===== config.mk =====
export PLATFORM = sky130hd
export DESIGN_NAME = pwm_deadtime_gen
export DESIGN_NICKNAME = d
export VERILOG_FILES = /design/src/rtl/pwm_deadtime_gen.sv
export SDC_FILE = /design/constraint.sdc
export NUM_CORES = 1
export LEC_CHECK = 0
export BUFFER_PORTS_ARGS = -buffer_cell sky130_fd_sc_hd__buf_4
export CAP_MARGIN = 20
export CORE_MARGIN = 5
export CORE_UTILIZATION = 55
export DETAILED_ROUTE_END_ITERATION = 10
export GPL_TIMING_DRIVEN = 1
export MAX_ROUTING_LAYER = met4
export PLACE_DENSITY = 0.81
export SETUP_SLACK_MARGIN = 0.4
export SLEW_MARGIN = 0
export SYNTH_ARGS = -nofsm -noshare
export SYNTH_HDL_FRONTEND = slang
export SYNTH_SLANG_ARGS = --single-unit

===== constraint.sdc =====
create_clock -name clk -period 2.9 [get_ports clk]
set_clock_uncertainty 0.1 [all_clocks]
set_input_delay 0.145 -clock clk [delete_from_list [all_inputs] [get_ports clk]]
set_output_delay 0.145 -clock clk [all_outputs]
set_load 0.02 [all_outputs]

===== src/rtl/pwm_deadtime_gen.sv =====
// pwm_deadtime_gen
//   Complementary PWM pair with dead-time insertion and a sticky overflow fault.
//   A free-running 12-bit counter sets a 4096-clk period. The duty is latched
//   once per period into a shadow register, so the edges inside a period are
//   always built from one duty value. A settling counter (dt_cnt) holds both
//   gates low for DEADTIME cycles after every raw PWM transition.
//
// Ports
//   clk          system clock, rising edge only
//   rst          synchronous active-high reset
//   ctrl_data    commanded duty (0..4095, clamped to DUTY_MAX when latched)
//   torque_flag  controller running; 1 enables switching
//   BrakeMode    00 qudong, 01 fanjie, 10 nenghao, 11 anquan (11 = gates off)
//   over_in      nenghao overflow; forces the fault state
//   Clr_flag     fault clear request (level)
//   pwm_h/pwm_l  registered high/low side gate drives
//   period_start one-cycle pulse in the cycle cnt==0 while running
//   fault        sticky fault flag
//   duty_act     duty applied in the current period
module pwm_deadtime_gen #(
    parameter logic [11:0] DEADTIME = 12'd30,
    parameter logic [11:0] DUTY_MAX = 12'd4090
) (
    input  logic        clk,
    input  logic        rst,
    input  logic [11:0] ctrl_data,
    input  logic        torque_flag,
    input  logic [1:0]  BrakeMode,
    input  logic        over_in,
    input  logic        Clr_flag,
    output logic        pwm_h,
    output logic        pwm_l,
    output logic        period_start,
    output logic        fault,
    output logic [11:0] duty_act
);

    typedef enum logic [1:0] {
        ST_OFF   = 2'd0,
        ST_ARM   = 2'd1,
        ST_RUN   = 2'd2,
        ST_FAULT = 2'd3
    } state_t;

    state_t      state, state_nxt;
    logic        fault_nxt;
    logic [11:0] cnt;
    logic [11:0] dt_cnt;
    logic        raw_r;
    logic        raw_nxt;
    logic        cnt_last;
    logic        dt_done;
    logic        en;
    logic        run_nxt;

    assign cnt_last = (cnt == 12'hFFF);
    assign raw_nxt  = (cnt < duty_act);
    assign dt_done  = (dt_cnt == DEADTIME);
    assign en       = torque_flag && (BrakeMode != 2'b11) && !fault;
    // Gates follow the state being entered, so any exit from ST_RUN (enable
    // drop, fault, reset) clears them on the very next edge.
    assign run_nxt  = (state_nxt == ST_RUN);

    always_comb begin
        state_nxt = state;
        fault_nxt = fault;
        if (over_in) begin
            // overflow overrides every other transition, including clear
            state_nxt = ST_FAULT;
            fault_nxt = 1'b1;
        end else begin
            case (state)
                ST_OFF:   if (en) state_nxt = ST_ARM;
                ST_ARM: begin
                    if (!en)           state_nxt = ST_OFF;
                    else if (cnt_last) state_nxt = ST_RUN;
                end
                ST_RUN:   if (!en) state_nxt = ST_OFF;
                ST_FAULT: begin
                    if (Clr_flag) begin
                        state_nxt = ST_OFF;
                        fault_nxt = 1'b0;
                    end
                end
                default:  state_nxt = ST_OFF;
            endcase
        end
    end

    always_ff @(posedge clk) begin
        if (rst) begin
            cnt          <= 12'd0;
            state        <= ST_OFF;
            duty_act     <= 12'd0;
            raw_r        <= 1'b0;
            dt_cnt       <= 12'd0;
            pwm_h        <= 1'b0;
            pwm_l        <= 1'b0;
            period_start <= 1'b0;
            fault        <= 1'b0;
        end else begin
            cnt   <= cnt + 12'd1;
            state <= state_nxt;
            fault <= fault_nxt;
            // shadow load on the last count: the new duty governs the whole
            // next period starting at cnt==0
            if (cnt_last)
                duty_act <= (ctrl_data > DUTY_MAX) ? DUTY_MAX : ctrl_data;
            raw_r <= raw_nxt;
            // restart the settling window on every raw edge, else saturate
            if (raw_nxt != raw_r)
                dt_cnt <= 12'd0;
            else if (!dt_done)
                dt_cnt <= dt_cnt + 12'd1;
            // raw_r and !raw_r are exclusive, so the pair can never overlap
            pwm_h        <= run_nxt &&  raw_r && dt_done;
            pwm_l        <= run_nxt && !raw_r && dt_done;
            period_start <= run_nxt && cnt_last;
        end
    end

endmodule


Word-level counts from Yosys, hierarchy flattened

Cells that the tools add are included.

Multiplexer cells: 11
Equality and inequality tests: 8
Reductions and logical operators: 14
$lt $le $gt $ge: 2
Add/subtract/negate cells: 2

Operators by type and width:

| cell                                                             | count |
|---|---|
| 12-bit by 1-bit adder with 12-bit output, second input constant  | 2 |
| 12-bit == test, second input constant                            | 1 |
| 12-bit by 5-bit == test with 1-bit output, second input constant | 1 |
| 12-bit > comparator, second input constant                       | 1 |
| 12-bit less-than comparator                                      | 1 |
| 12-bit 2-to-1 mux                                                | 1 |
| 2-bit 2-to-1 mux                                                 | 6 |
| 2-bit one-hot mux with 4 select lines                            | 1 |
| 1-bit logical AND                                                | 7 |
| 2-bit == test, second input constant                             | 3 |
| 2-bit nonzero test                                               | 2 |
| 1-bit 2-to-1 mux                                                 | 3 |
| 2-bit by 1-bit == test with 1-bit output, second input constant  | 1 |
| 1-bit zero test                                                  | 2 |
| 2-bit zero test                                                  | 1 |
| 2-bit inequality test, second input constant                     | 1 |
| 2-bit AND reduction                                              | 1 |
| 2-bit OR reduction                                               | 1 |
| 1-bit inequality test                                            | 1 |

Output and inout bits: 16
Input port bits: 19
Logic and storage cells: 46
Register bits after elaboration: 43

Logic depth before layout (Yosys ltp)

Gate-level depths: netlist (run 1).

Depth in word-level cells: 9
Mapped depth: 8
Mapped depth without buffers: 7

Worst setup path after synthesis (run 1)

Ideal clock, no wire load.

Kind: reg2reg
Start: register duty_act[9]
End: register dt_cnt[10]
Arrival: 2.081 ns
Buffers on the path: 1
Stages on the path, launching flop included: 9
Library setup time: 0.080 ns
Slack: 0.639 ns
Required time: 2.720 ns
Period minus slack after synthesis: 2.261 ns
Cell sequence: dfxtp_1 -> inv_1 -> ha_1 -> nand4_1 -> or4_1 -> o22a_1 -> a21o_1 -> buf_6 -> a211oi_2

Longest elaborated chain between the ends: 3

Ends and longest elaborated chain:

| item                                | line | source |
|---|---|---|
| start, declared                     | 35   | `output logic [11:0] duty_act` |
| start signal, assigned              | 108  | `duty_act <= (ctrl_data > DUTY_MAX) ? DUTY_MAX : ctrl_data;` |
| 12-bit less-than comparator         | 57   | `assign raw_nxt = (cnt < duty_act);` |
| 1-bit inequality test               | 111  | `if (raw_nxt != raw_r)` |
| 2-bit OR reduction (no source line) | -    |  |
| end signal, assigned                | 114  | `dt_cnt <= dt_cnt + 12'd1;` |
| end, declared                       | 48   | `logic [11:0] dt_cnt;` |

Every way passes these cells.
A chain may end at the register's enable or synchronous reset.

Worst setup path in the final report (run 1)

Start: register duty_act[9]
End: register dt_cnt[9]

The elaborated chain is that of the path after synthesis.

==> metrics.txt, run 1 <==
layout cells sized above 1 17.2%; sequential fraction of the synthesis area 39.8%; Slew headroom 64.8%; WP data required 3020 ps; Crit Path Class flip-flop to flip-flop; Netlist cell types 39; P_leak 0.970 nW; clock buffer depth 2; final WL 4820 µm; post-synthesis register bit count 43; GRT Total Usage 20.4%; Achievable Freq 429 MHz; Worst Setup End Kind flip-flop; DR pass1 iterations 4; core footprint 3740 µm²; clk sink count 43; Top-Level Pins 35; first-pass GRT wire length 8360 µm; Iter 0 DRT Violations 166; post-DP HPWL 3500 µm; maxcap violations 0; via count 1976; full die area 5290 µm²; final RePlAce weighted congestion 0.849; Nets 328; port buffer count 34; Crit Path Max Fanout 10; Gates resized, CTS repair 0; initial antenna violation count 0; Antenna Cells 0; die height 72.7 µm; RSZ-0062 raised after global routing false; area of the multi-input gates 1210 µm²; Slowest-stage cell, CP or4_1; Die W 72.7 µm; # DRC 0; Synth Warn # 0; commonest non-fill, non-tap cells in the layout 43 x dfxtp_1, 35 x buf_4, 34 x nand2_1, 22 x a21oi_1, 16 x nor2_1; Seq. cell area 861 µm²; DR WL/cell 14.0 µm; CP Cell Sequence inv_1 > ha_1 > nand4_1 > or4_1 > o22a_1 > a21o_1 > a211oi_2; TNS Setup 0 ps; H-tree Lvls 2; final slew viol count 0; Initial Utilization 57.8%; PD cells 472 nW/µm²; crit path time final 2330 ps; CTS Root Cell clkbuf_8; mean number of vias per cell 5.74; TritonCTS clock tree yes; mapped cell area 2160 µm²; Synth-to-Final Area Change 19.9%; vias in the first global route 1866; crit start category flip-flop; Final period util 80.5%; peak supply drop 0.247 mV; number of hold buffers added after CTS 3; Final Hold Viols 0; Net Count, Synth 291; post-CTS setup buffer count 0; max incr delay on CP 570 ps; TritonCTS Buffers 5; worst min-delay path category input port to flip-flop; Tightest Pin Transition 520 ps; status finished clean; gr ovfl total 0; arrival time at the worst endpoint 2460 ps; fillers 311; Worst-path clk slew 80 ps; largest net degree at the start of global routing 40; Core Util, Final 69.3%; number of routed nets with antenna violations 0; standard-cell rows 22; Mapped Cells 258; commonest non-fill, non-tap cell in the layout dfxtp_1; endpoints failing setup 0; Clock Latency Late Sink 300 ps; Syn Area/Cell 8.39 µm²; WHS 13.8 ps
[layer usage]
| layer | part of all wire [%] | wire (µm) | vias to the layer above | track usage [%] |
|---|---|---|---|---|
| met5 | 0 | 0 | - | - |
| met4 | 1.6 | 75 | 0 | 6.15 |
| met3 | 5.1 | 245 | 9 | 4.55 |
| met2 | 47 | 2250 | 52 | 33.1 |
| met1 | 47 | 2250 | 920 | 25.4 |
| li1 | - | - | 995 | - |
[flip-flops by register name (all words and copies together), names as in the netlist]
signal        flops
cnt              12
dt_cnt           12
duty_act         12
state             2
fault             1
period_start      1
pwm_h             1
pwm_l             1
raw_r             1
[synthesized netlist by cell type, drive strengths merged]
cell type,n,area share (%)
nor4bb,2,0.92
nor4b,1,0.40
xnor2,8,3.2
nand4,9,2.6
o22ai,1,0.29
nand2b,2,0.58
a21boi,2,0.69
xor2,6,2.4
a211o,2,0.81
or3,5,1.4
nor2b,2,0.58
and4,1,0.40
nand3,16,3.9
o211ai,1,0.35
nor2,16,2.8
nand3b,2,0.69
and3,2,0.58
a21o,2,0.69
a211oi,6,3.2
o21ai,10,2.3
clkbuf,5,0.87
buf,3,0.98
ha,14,8.1
o22a,1,0.40
or2,1,0.29
nor3,10,2.3
or4,1,0.35
nand2,34,5.9
a31oi,5,1.4
nor4,4,1.2
a21oi,22,5.1
a311oi,1,0.40
inv,15,2.6
a2111oi,1,0.69
dfxtp,43,40
nor3b,2,0.69
[worst max-delay path, delay by kind of cell (launching register included)]
family          cells  cell delay, ps
simple gates        2             680
fa+ha+maj           1             290
flops               1             370
buf+inv             1              60
compound gates      3             760
[through the flow]
step	power (W)	setup WS, ps	instances	area [µm²]
after floorplan	0.000713	639	258	2160
after global placement	0.000746	678	333	2450
after detailed placement	0.000748	592	333	2450
after CTS	0.00123	567	344	2590
after global routing	0.00128	406	344	2590
final	0.00123	567	344	2590
[logic make-up after synthesis]
group	count (synthesis)	synth area share [%]
adder cells (fa/ha/maj)	14	8.09
AND/OR/NAND/NOR	110	25.6
flip-flops	43	39.8
AO/OA/AOI/OAI	54	16.4
XOR/XNOR	14	5.66
buffers and inverters	23	4.45
[power by group]
part | total (W) | internal, W | switching (W) | leakage (nW)
Clock | 0.000488 | 0.000279 | 0.000209 | 0.0612
Sequential | 0.000625 | 0.000604 | 0.0000210 | 0.348
Combinational | 0.000113 | 0.0000523 | 0.0000603 | 0.561
[cell type report]
class                           instances  share of cell area [%]
Clock buffer                            6                    3.18
Clock inverter                          2                    1.35
Inverter                               15                    2.17
Multi-Input combinational cell        192                    46.5
Sequential cell                        43                    33.2
Tap cell                               48                    2.31
Timing Repair Buffer                   38                    11.3
[final timing paths]
path | start | endpoint | slack (ps) | cells past startpoint
max | duty_act[9] | dt_cnt[9] | 570 | 7
min | ctrl_data[7] | duty_act[7] | 10 | 3
max reg2reg | duty_act[9] | dt_cnt[9] | 570 | 7
min reg2reg | cnt[0] | cnt[0] | 370 | 1
Power figures use the tool's default switching activity.
==> inputs of run 2 (changes only) <==
- clock period: 2.9 -> 2.3 ns (I/O delays scaled with it)
==> metrics.txt, run 2 (synthesis results as in run 1) <==
FF-to-FF path depth 7 (unchanged); clock buffer depth 2 (unchanged); TNS Setup 0 ps (unchanged); Synth-to-Final Area Change 35.5%; Tightest Pin Transition 445 ps (-74.8 ps); core footprint 3740 µm² (unchanged); P_leak 1.10 nW (+13%); gr ovfl total 0 (unchanged); hold path startpoint ctrl_data[0]; Top-Level Pins 35 (unchanged); largest registers cnt (12), dt_cnt (12), duty_act (12); end of the worst register-to-register path dt_cnt[9]; CTS Root Cell clkbuf_8; first-pass GRT wire length 9320 µm (+11%); FF-to-FF setup slack 150 ps (-420 ps); Iter 0 DRT Violations 149 (-10%); H-tree Lvls 2 (unchanged); status finished clean; DR pass1 iterations 6 (+2); crit path from duty_act[10]; PD cells 486 nW/µm² (+2.9%); commonest non-fill, non-tap cells in the layout 46 x buf_4, 33 x nand2_1, 30 x dfxtp_1, 22 x a21oi_1, 16 x nor2_1; Die W 72.7 µm (unchanged); Antenna Cells 0 (unchanged); peak supply drop 0.331 mV (+34%); layout cells sized above 1 31.1% (+14 points); TritonCTS Buffers 5 (unchanged); port buffer count 34 (unchanged); DR WL/cell 15.8 µm (+13%); Worst Setup End Kind flip-flop; largest net degree at the start of global routing 40 (unchanged); die height 72.7 µm (unchanged); endpoints failing setup 0 (unchanged); final WL 5780 µm (+20%); RSZ-0062 raised after global routing true; worst min-delay path category input port to flip-flop; # DRC 0 (unchanged); worst r2r src duty_act[10]; Min-Delay Path Depth 3 (unchanged); mean number of vias per cell 5.86 (+2.0%); post-DP HPWL 3690 µm (+5.5%); Crit Path Class flip-flop to flip-flop; vias in the first global route 2003 (+7.3%); final RePlAce weighted congestion 0.818 (-3.6%); initial antenna violation count 0 (unchanged); maxcap violations 0 (unchanged); full die area 5290 µm² (unchanged); Final period util 93.7% (+13 points); commonest non-fill, non-tap cell in the layout buf_4; Nets 350 (+6.7%); final slew viol count 0 (unchanged); Crit Path Max Fanout 5 (-5); Slew headroom 70.3% (+5.5 points); Worst Hold End duty_act[0]; Worst-path clk slew 80 ps (about the same); Achievable Freq 464 MHz (+8.3%); clk sink count 43 (unchanged); WP data required 2420 ps (-600 ps); crit path time final 2150 ps (-179 ps); area of the multi-input gates 1370 µm² (+13%); Clock Latency Late Sink 300 ps (about the same); arrival time at the worst endpoint 2270 ps (-190 ps); dpl ws 84.9 ps (-507 ps); number of routed nets with antenna violations 0 (unchanged); crit start category flip-flop; Seq. cell area 900 µm² (+4.5%); Final Hold Viols 0 (unchanged); via count 2145 (+8.6%); total power 0.00143 W (+16%); fillers 253 (-19%); standard-cell rows 22 (unchanged); GRT Total Usage 23.6% (+3.2 points); Initial Utilization 57.8% (unchanged); TritonCTS clock tree yes; Final Worst Setup Slack 145 ps (-421 ps)
-- run 2: changes by cell type in the layout (fill, tap and decap cells not counted), moves of 6 or more --
cell           before  now
inv_1              15    9
inv_2               0    6
buf_4              35   46
dfxtp_1            43   30
dlygate4sd3_1       3   11
dfxtp_4             0    9
ha_1               14    8
-- run 2: routing by layer --
metal,wire [µm],global-route usage [%],part of all wire [%]
met3,457,5.23,7.9
met2,2830,36.8,49
met5,0,-,0
met4,102,10.0,1.8
met1,2390,29.5,41
-- run 2: how the worst max path moves through the flow --
stage                     slack, ps         end  depth (start not counted)
after global placement          130  dt_cnt[10]                          7
after floorplan                 200  dt_cnt[10]                          8
after CTS                       200   dt_cnt[4]                          7
after detailed placement         80   dt_cnt[4]                          7
final                           150   dt_cnt[9]                          7
after global routing             70   dt_cnt[9]                          7
-- run 2: critical path, cell delays in order, from the launching register on --
cell and delay [ps]:
dfxtp_4 360, inv_2 40, ha_4 250, nand4_1 140, or4_4 550, o22a_4 220, a21o_4 240, a211oi_2 170
-- run 2: layout make-up --
class,count,share of cell area (%)
clock buffers,6,2.47
flip-flops and latches,43,30.7
clock inverters,2,0.256
multi-input cells,193,46.6
inverters,15,1.92
well taps,48,2.05
repair buffers,59,16.1
-- run 2: metrics by stage --
step / util [%] / instance area, µm² / instances / hold slack [ps]
after floorplan: - / 2240 / 258 / 91.3
after global placement: 68.9 / 2580 / 340 / 214
after detailed placement: 68.9 / 2580 / 340 / 221
after CTS: 76.9 / 2880 / 365 / 7.81
after global routing: 78.4 / 2930 / 366 / 50.5
final: 78.4 / 2930 / 366 / 43.6
-- run 2: power breakdown --
group | total (W) | internal (W) | switching (W)
clock | 0.000458 | 0.000207 | 0.000251
combinational | 0.000194 | 0.0000988 | 0.0000956
sequential | 0.000774 | 0.000751 | 0.0000228
-- run 2: timing repair --
action,in CTS,in global routing
setup endpoints to repair,26,28
resized for setup,17,11
hold buffers,10,1
pin swaps,0,1
endpoints found under the hold margin,11,1
buffers inserted,5,0
cloned,2,0
